[config.mk]
export PLATFORM = sky130hd
export DESIGN_NAME = fetch_ctrl_flat
export DESIGN_NICKNAME = d
export VERILOG_FILES = /design/src/rtl/cpu_pkg.sv /design/src/rtl/fetch_ctrl_if.sv /design/src/rtl/fetch_ctrl.sv /design/src/flat_wrapper.sv
export SDC_FILE = /design/constraint.sdc
export NUM_CORES = 1
export LEC_CHECK = 0
export BUFFER_PORTS_ARGS = -buffer_cell sky130_fd_sc_hd__buf_2
export CORE_MARGIN = 4
export CORE_UTILIZATION = 44
export CTS_CLUSTER_SIZE = 28
export DETAILED_ROUTE_END_ITERATION = 10
export HOLD_SLACK_MARGIN = 0.05
export PLACE_DENSITY = 0.75
export SLEW_MARGIN = 20
export SYNTH_ARGS = -nofsm -noshare
export SYNTH_HDL_FRONTEND = slang
export SYNTH_SLANG_ARGS = --single-unit
[constraint.sdc]
create_clock -name clock -period 1.85 [get_ports clock]
set_input_delay 0.0925 -clock clock [delete_from_list [all_inputs] [get_ports clock]]
set_output_delay 0.0925 -clock clock [all_outputs]
set_load 0.05 [all_outputs]
[src/rtl/cpu_pkg.sv]
// Shared CPU definitions: opcodes, fetch sequencer states and instruction size.
package cpu_pkg;

  localparam int INSTR_BYTES = 2;

  localparam logic [2:0] OP_HLT = 3'b000;
  localparam logic [2:0] OP_SKZ = 3'b001;
  localparam logic [2:0] OP_ADD = 3'b010;
  localparam logic [2:0] OP_AND = 3'b011;
  localparam logic [2:0] OP_XOR = 3'b100;
  localparam logic [2:0] OP_LDA = 3'b101;
  localparam logic [2:0] OP_STO = 3'b110;
  localparam logic [2:0] OP_JMP = 3'b111;

  typedef enum logic [2:0] {
    FS_F0,
    FS_L0,
    FS_F1,
    FS_L1,
    FS_DEC,
    FS_ISSUE,
    FS_HALT
  } fetch_state_t;

endpackage

[src/rtl/fetch_ctrl_if.sv]
// Instruction handshake between the fetch sequencer (master) and execute (slave).
interface fetch_ctrl_if #(
  parameter int DW = 8
);
  logic          instr_valid;
  logic          instr_ready;
  logic [2:0]    instr_op;
  logic [DW-1:0] instr_arg;

  modport master (output instr_valid, output instr_op, output instr_arg, input instr_ready);
  modport slave  (input instr_valid, input instr_op, input instr_arg, output instr_ready);
endinterface

[src/rtl/fetch_ctrl.sv]
// Fetch sequencer: reads 2-byte instructions, resolves JMP/SKZ/HLT locally and
// issues the rest to execute over a valid/ready handshake.
module fetch_ctrl
  import cpu_pkg::*;
#(
  parameter int DW = 8,
  parameter int AW = 8
) (
  input  logic          clock,
  input  logic          rst,
  input  logic [AW-1:0] pc_addr,
  output logic          pc_en,
  output logic          pc_chg_en,
  output logic [AW-1:0] pc_chg_addr,
  output logic          rom_rd,
  input  logic [DW-1:0] rom_data,
  input  logic          zero_flag,
  fetch_ctrl_if.master  instr,
  input  logic          resume,
  output logic          halted
);

  fetch_state_t  state, next;
  logic [DW-1:0] ir_hi, ir_lo;
  logic [AW-1:0] chg_q, load_addr;
  logic          load;
  logic          started;
  logic [2:0]    op;
  logic          unused_ir;

  assign op        = ir_hi[DW-1 -: 3];
  assign unused_ir = ^ir_hi[DW-4:0];

  // Holds F0 quiet for the first cycle after reset so outputs are all-zero in reset.
  always_ff @(posedge clock or posedge rst) begin
    if (rst) started <= 1'b0;
    else     started <= 1'b1;
  end

  always_ff @(posedge clock or posedge rst) begin
    if (rst) begin
      state <= FS_F0;
      ir_hi <= '0;
      ir_lo <= '0;
      chg_q <= '0;
    end else begin
      state <= next;
      if (state == FS_L0) ir_hi <= rom_data;
      if (state == FS_L1) ir_lo <= rom_data;
      if (load)           chg_q <= load_addr;
    end
  end

  always_comb begin
    next             = state;
    pc_en            = 1'b0;
    pc_chg_en        = 1'b0;
    rom_rd           = 1'b0;
    instr.instr_valid = 1'b0;
    halted           = 1'b0;
    load             = 1'b0;
    load_addr        = chg_q;
    unique case (state)
      FS_F0: if (started) begin
        rom_rd = 1'b1;
        next   = FS_L0;
      end
      FS_L0: begin
        pc_en = 1'b1;
        next  = FS_F1;
      end
      FS_F1: begin
        rom_rd = 1'b1;
        next   = FS_L1;
      end
      FS_L1: begin
        pc_en = 1'b1;
        next  = FS_DEC;
      end
      FS_DEC: begin
        if (op == OP_JMP) begin
          load      = 1'b1;
          load_addr = AW'(ir_lo);
          next      = FS_F0;
        end else if (op == OP_SKZ) begin
          // pc_addr already points past the SKZ; skip one more instruction.
          if (zero_flag) begin
            load      = 1'b1;
            load_addr = pc_addr + AW'(INSTR_BYTES);
          end
          next = FS_F0;
        end else if (op == OP_HLT) begin
          next = FS_HALT;
        end else begin
          next = FS_ISSUE;
        end
        pc_en     = load;
        pc_chg_en = load;
      end
      FS_ISSUE: begin
        instr.instr_valid = 1'b1;
        if (instr.instr_ready) next = FS_F0;
      end
      FS_HALT: begin
        halted = 1'b1;
        if (resume) next = FS_F0;
      end
      default: next = FS_F0;
    endcase
  end

  assign pc_chg_addr     = load ? load_addr : chg_q;
  assign instr.instr_op  = op;
  assign instr.instr_arg = ir_lo;

endmodule

[src/flat_wrapper.sv]
// flat-port wrapper written by rule: the top's interface ports become plain ports
module fetch_ctrl_flat import cpu_pkg::*;
#(
  parameter int DW = 8,
  parameter int AW = 8
)
  (clock, rst, pc_addr, pc_en, pc_chg_en, pc_chg_addr, rom_rd, rom_data, zero_flag, resume, halted, instr_instr_valid, instr_instr_op, instr_instr_arg, instr_instr_ready);
  fetch_ctrl_if #(.DW(DW)) instr_i ();
  input  logic clock;
  input  logic rst;
  input  logic [AW-1:0] pc_addr;
  output logic pc_en;
  output logic pc_chg_en;
  output logic [AW-1:0] pc_chg_addr;
  output logic rom_rd;
  input  logic [DW-1:0] rom_data;
  input  logic zero_flag;
  input  logic resume;
  output logic halted;
  output wire logic [$bits(instr_i.instr_valid)-1:0] instr_instr_valid;
  output wire logic [$bits(instr_i.instr_op)-1:0] instr_instr_op;
  output wire logic [$bits(instr_i.instr_arg)-1:0] instr_instr_arg;
  input wire logic [$bits(instr_i.instr_ready)-1:0] instr_instr_ready;
  assign instr_instr_valid = instr_i.instr_valid;
  assign instr_instr_op = instr_i.instr_op;
  assign instr_instr_arg = instr_i.instr_arg;
  assign instr_i.instr_ready = instr_instr_ready;
  fetch_ctrl #(.DW(DW), .AW(AW)) u_core (.clock(clock), .rst(rst), .pc_addr(pc_addr), .pc_en(pc_en), .pc_chg_en(pc_chg_en), .pc_chg_addr(pc_chg_addr), .rom_rd(rom_rd), .rom_data(rom_data), .zero_flag(zero_flag), .instr(instr_i), .resume(resume), .halted(halted));
endmodule
After elaboration in Yosys (flattened, before gate mapping):

Cells that the tools add are included.

* flip-flop bits (word level): 28
* input bits: 21

* equality and inequality tests: 11
* add/sub/neg operators: 1
* mux-type cells: 21
* reduce and logical (&&, ||, !) cells: 4

Operator list (number)
* $mux W8: 5
* $pmux W3 S7: 1
* $mux W3: 5
* $eq A3 B3 Y1 const B: 4
* $add A8 B2 Y8 const B: 1
* $mux W1: 7
* $eq A3 B1 Y1 const B: 2
* $eq A3 B2 Y1 const B: 2
* $logic_not A3 Y1: 2
* $ne A2 B2 Y1 const B: 2
* $pmux W1 S2: 2
* $reduce_and A3 Y1: 1
* $mux W2: 1
* $ne A2 B1 Y1 const B: 1
* $reduce_or A2 Y1: 1

Logic depth before layout (Yosys ltp):

* word-level depth: 6
* depth in mapped cells: 5

Worst setup path before layout:

No wires, ideal clock.

* path type: register to register
* start point: reg u_core.ir_hi[7]
* end point: reg u_core.chg_q[6]
* setup time: 223 ps
* data arrival time: 2425 ps
* required time: 1627 ps
* slack: -798 ps
* cell stages (with the launch flop): 5
* path buffers: 1
* path through: dfrtp_1 -> buf_4 -> nand4bb_1 -> or4_1 -> a32oi_1

* longest elaborated chain between the ends: 5

RTL lines
* start, declared: line fetch_ctrl.sv:24 `logic [DW-1:0] ir_hi, ir_lo;`
* start signal, assigned: line fetch_ctrl.sv:48 `if (state == FS_L0) ir_hi <= rom_data;`
* $eq A3 B1 Y1: line fetch_ctrl.sv:85 `end else if (op == OP_SKZ) begin`
* $mux W8 or $mux W1 (tied branches): line fetch_ctrl.sv:85
* $mux W8 or $mux W1 (tied branches): line fetch_ctrl.sv:81 `if (op == OP_JMP) begin`
* $mux W8 or $mux W1 (tied branches): line fetch_ctrl.sv:63 `unique case (state)`
* $mux W8 *
* named net pc_chg_addr[6]: line flat_wrapper.sv:14 `output logic [AW-1:0] pc_chg_addr;`
* end signal, assigned: line fetch_ctrl.sv:50 `if (load) chg_q <= load_addr;`
* end, declared: line fetch_ctrl.sv:25 `logic [AW-1:0] chg_q, load_addr;`

Mark *: on every way through the listed nets, which the timed path passes. The rest lies on a longest branch.
A chain may end at the register's enable or synchronous reset.

Worst setup path after layout:

* start point: reg u_core.ir_hi[6]
* end point: out pc_chg_addr[0]

* longest elaborated chain between the ends: 5

RTL lines
* $eq A3 B1 Y1: line fetch_ctrl.sv:85
* $mux W8 or $mux W1 (tied branches): line fetch_ctrl.sv:85
* $mux W8 or $mux W1 (tied branches): line fetch_ctrl.sv:81
* $mux W8 or $mux W1 (tied branches): line fetch_ctrl.sv:63
* $mux W8 *: line fetch_ctrl.sv:112 `assign pc_chg_addr = load ? load_addr : chg_q;`
* end, declared: line flat_wrapper.sv:14

Every way passes the cells marked *; elsewhere a longest branch is shown, timed or not.

==> run summary <==
================================================================================
Status                                                              finished with violations
Fraction of layout instances using a drive strength above 1               53.89%
Post-synthesis sequential area ratio                                      45.91%
Leakage dissipation                                                    0.9031 nW
Proportion of power drawn by combinational gates                           68.7%
Mapped cell area                                                        1254 µm²
Most used routing layer                                                     met2
Half-perimeter wire length after detailed placement                      2468 µm
Met1 Usage GRT                                                            23.17%
Number of antenna diodes                                                       0
Length of the first detailed-routing pass in iterations                        4
Failing checks                                                      negative setup slack
Worst setup path end                                                pc_chg_addr[0]
Latest clock arrival within the worst-skew pair                          0.31 ns
Top FF cell, synth                                                       dfrtp_1
Cells after Synth                                                            111
Share of synthesized flip-flops with an asynchronous set or reset         100.0%
Die width                                                               61.38 µm
Tot Pwr                                                                 3.677 mW
Relative contribution of sequential cells to total power                   25.0%
Area of combinational cells with multiple inputs                       709.4 µm²
Vias post-DR                                                               1,164
Wire length of the first global-routing pass                             5319 µm
Count of maximum capacitance violations                                        0
Number of cell instances on the worst register-to-register path                5
Total number of clock tree sinks                                              23
Required time of the critical path                                       1.76 ns
Row Count                                                                     19
Deepest level of the CTS H-tree                                                1
Worst-case setup margin in the final layout                           -0.2104 ns
RePlAce Congestion                                                        0.8442
Final min period                                                        2.060 ns
Average footprint of a synthesized cell                                11.29 µm²
Most common cell after layout, fill and taps aside                         buf_2
Die Height                                                              61.38 µm
Critical setup path kind                                            flop to primary output
Critical Path Source Type                                                   flop
Number of nets in the synthesized netlist                                    133
Unique cell type count in the Yosys netlist                                   42
Number of buffers inserted by port buffering                                  44
Switching power                                                         1.868 mW
Pwr Density                                                          1884 nW/µm²
Core area                                                               2734 µm²
Arrival time of the worst setup path                                     1.97 ns
Timing-limited maximum frequency                                       485.3 MHz
Number of global-route vias before repair                                  1,131
Clock buffers created by TritonCTS                                             3
Worst Hold Path Cells                                                          4
Number of flops mapped to enable cells by yosys                                0
DR DRC count                                                                   0
1st-iter DRT viols                                                            35
Count of nets after finishing                                                203
Share of total power in the clock network                                   6.4%
Total count of max-transition violations in the final report                   0
Largest net degree at the start of global routing                             16
Maximum fanout count along the critical path                                   6
Final Hold Violating Endpoints                                                 0
Wire length reported by the detailed router                              3527 µm
Reg-to-reg setup timing slack                                            0.13 ns
Fin Clk Skew                                                         0.002250 ns
Overall die area                                                        3768 µm²
Unrepaired setup endpoints after global routing                             true
Met2 capacity usage during global routing                                 33.99%
Cell at the root of the clock tree                                      clkbuf_4
Total GRT Usage                                                           19.45%
Share of the core filled with cells                                       71.40%
Boundary Pins                                                                 45
Register area                                                          579.3 µm²
Clock transition at the registers of the reported paths                  0.13 ns
Met3 layer usage reported by global route                                 3.983%
Via density per instance                                                   5.517
Startpoint of the most critical setup path                          u_core.ir_hi[6]
Number of antenna violations at the first check in global routing              0
Number of endpoints failing setup at the final stage                           8
Class of the tightest hold or removal check                         primary input to flop
Cell-internal power                                                     1.809 mW
Area overhead of the layout relative to synthesis                         55.69%
Fillcell total                                                               188
Antenna violation net count after detailed routing                             0
Max Buffers Root-to-Sink                                                       2
Net switching share of the total power                                    50.81%
CTS tree                                                                   built
Yosys synthesis warning count                                                  0
Worst slew margin relative to its limit                                   59.64%
Remaining global-route overflow                                                0
Final critical-path share of the clock period                             111.4%
Flip-flop and latch count after synthesis                                     23
Tightest Pin Transition                                                0.6047 ns
Worst flop-to-flop path endpoint                                    u_core.chg_q[1]
Wire per inst                                                           16.72 µm
Starting density of the core                                              45.86%
Maximum resistive drop on vdd                                            1592 µV
Reg-to-Reg Start                                                    u_core.ir_hi[6]
Most used cells in the layout excluding fill and tap cells          buf_2 (34), dfrtp_1 (20), mux2_2 (14), buf_4 (14), dlygate4sd3_1 (10)
Kind of end point of the critical path                              primary output
================================================================================
-- sequential cells by signal, indices dropped and copies added (netlist names) --
register	cells
u_core.chg_q	8
u_core.instr.instr_arg	8
u_core.ir_hi	3
u_core.state	3
u_core.started	1
-- per-layer routing --
metal / vias up / routed length [µm]
met3: 10 / 154
li1: 553 / -
met4: 0 / 87
met2: 39 / 1873
met1: 562 / 1412
met5: - / 0
-- what timing repair did --
action                                  4_1_cts  5_1_grt
endpoints found under the setup margin       10       10
gates resized for setup                      30        6
setup buffers                                 7        1
hold endpoints to repair                     26        0
hold buffers                                 10        0
pin swaps                                     8        2
-- logic make-up after synthesis --
group | Yosys count | share of synthesized area, %
simple gates | 32 | 15.87
fa+ha+maj | 1 | 0.9978
other cells | 1 | 0.2991
compound gates | 21 | 14.07
flops | 23 | 45.91
mux | 18 | 16.17
buf+inv | 13 | 5.290
xor+xnor | 2 | 1.397
-- worst min path at each step --
stage / startpoint / end / slack (ns)
2_1_floorplan: rst / u_core.chg_q[0] / 0.09
3_3_place_gp: rst / u_core.instr.instr_arg[0] / 0.17
3_5_place_dp: rst / u_core.chg_q[3] / 0.19
4_1_cts: resume / u_core.state[2] / 0.13
5_1_grt: resume / u_core.state[2] / 0.16
6_report: resume / u_core.state[2] / 0.14
-- power groups by stage --
| stage | sequential (mW) | clock [mW] | combinational, mW |
|---|---|---|---|
| final | 0.918 | 0.235 | 2.52 |
| after global routing | 0.947 | 0.259 | 2.65 |
| after CTS | 0.910 | 0.243 | 2.49 |
| after detailed placement | 0.919 | 0 | 2.14 |
| after global placement | 0.899 | 0 | 2.11 |
| after floorplan | 1.32 | 0 | 1.26 |
-- final cells by class --
| cell class | count | area share [%] |
|---|---|---|
| clock buffers | 3 | 1.154 |
| clock inverters | 1 | 0.2564 |
| flip-flops and latches | 23 | 29.68 |
| multi-input cells | 75 | 36.35 |
| well taps | 31 | 1.987 |
| inverters | 8 | 2.179 |
| repair buffers | 70 | 28.40 |
-- per-stage QoR --
step                std cells  hold WS, ns  area (µm²)  setup TNS [ns]  setup WS [ns]
global route              211       0.1594        1952          -1.959        -0.2600
CTS                       210       0.1318        1912          -1.297        -0.2365
global placement          189       0.1698        1619               0        0.02460
detailed placement        189       0.1897        1619       -0.001823      -0.001823
finish                    211       0.1440        1952          -1.517        -0.2104
floorplan                 111      0.09421        1335          -1.901        -0.3207
-- cells in the mapped netlist, types with 2 or more instances --
cell type   n  share of area, %
a31oi_1     2               1.0
a32oi_1     2               1.4
and4_1      2               1.4
dfrtp_1    23                46
inv_1       7               2.1
nor2b_1     2               1.0
nand3_1     2              0.80
nor3b_1     2               1.2
mux2_2     17                15
nor3_1      2              0.80
nand2_1     9               2.7
nor2_1      3              0.90
o221a_2     2               1.8
o21ai_0     3               1.2
nand4bb_1   2               1.8
xor2_1      2               1.4
o211ai_1    3               1.8
clkbuf_1    2              0.60
-- critical path, cell delays in order (launching register included) --
cell      delay [ns]
dfrtp_2         0.43
or3b_4          0.41
a21o_4          0.26
clkinv_8        0.07
mux2_4          0.32
buf_8           0.16
Power figures use the tool's default switching activity.
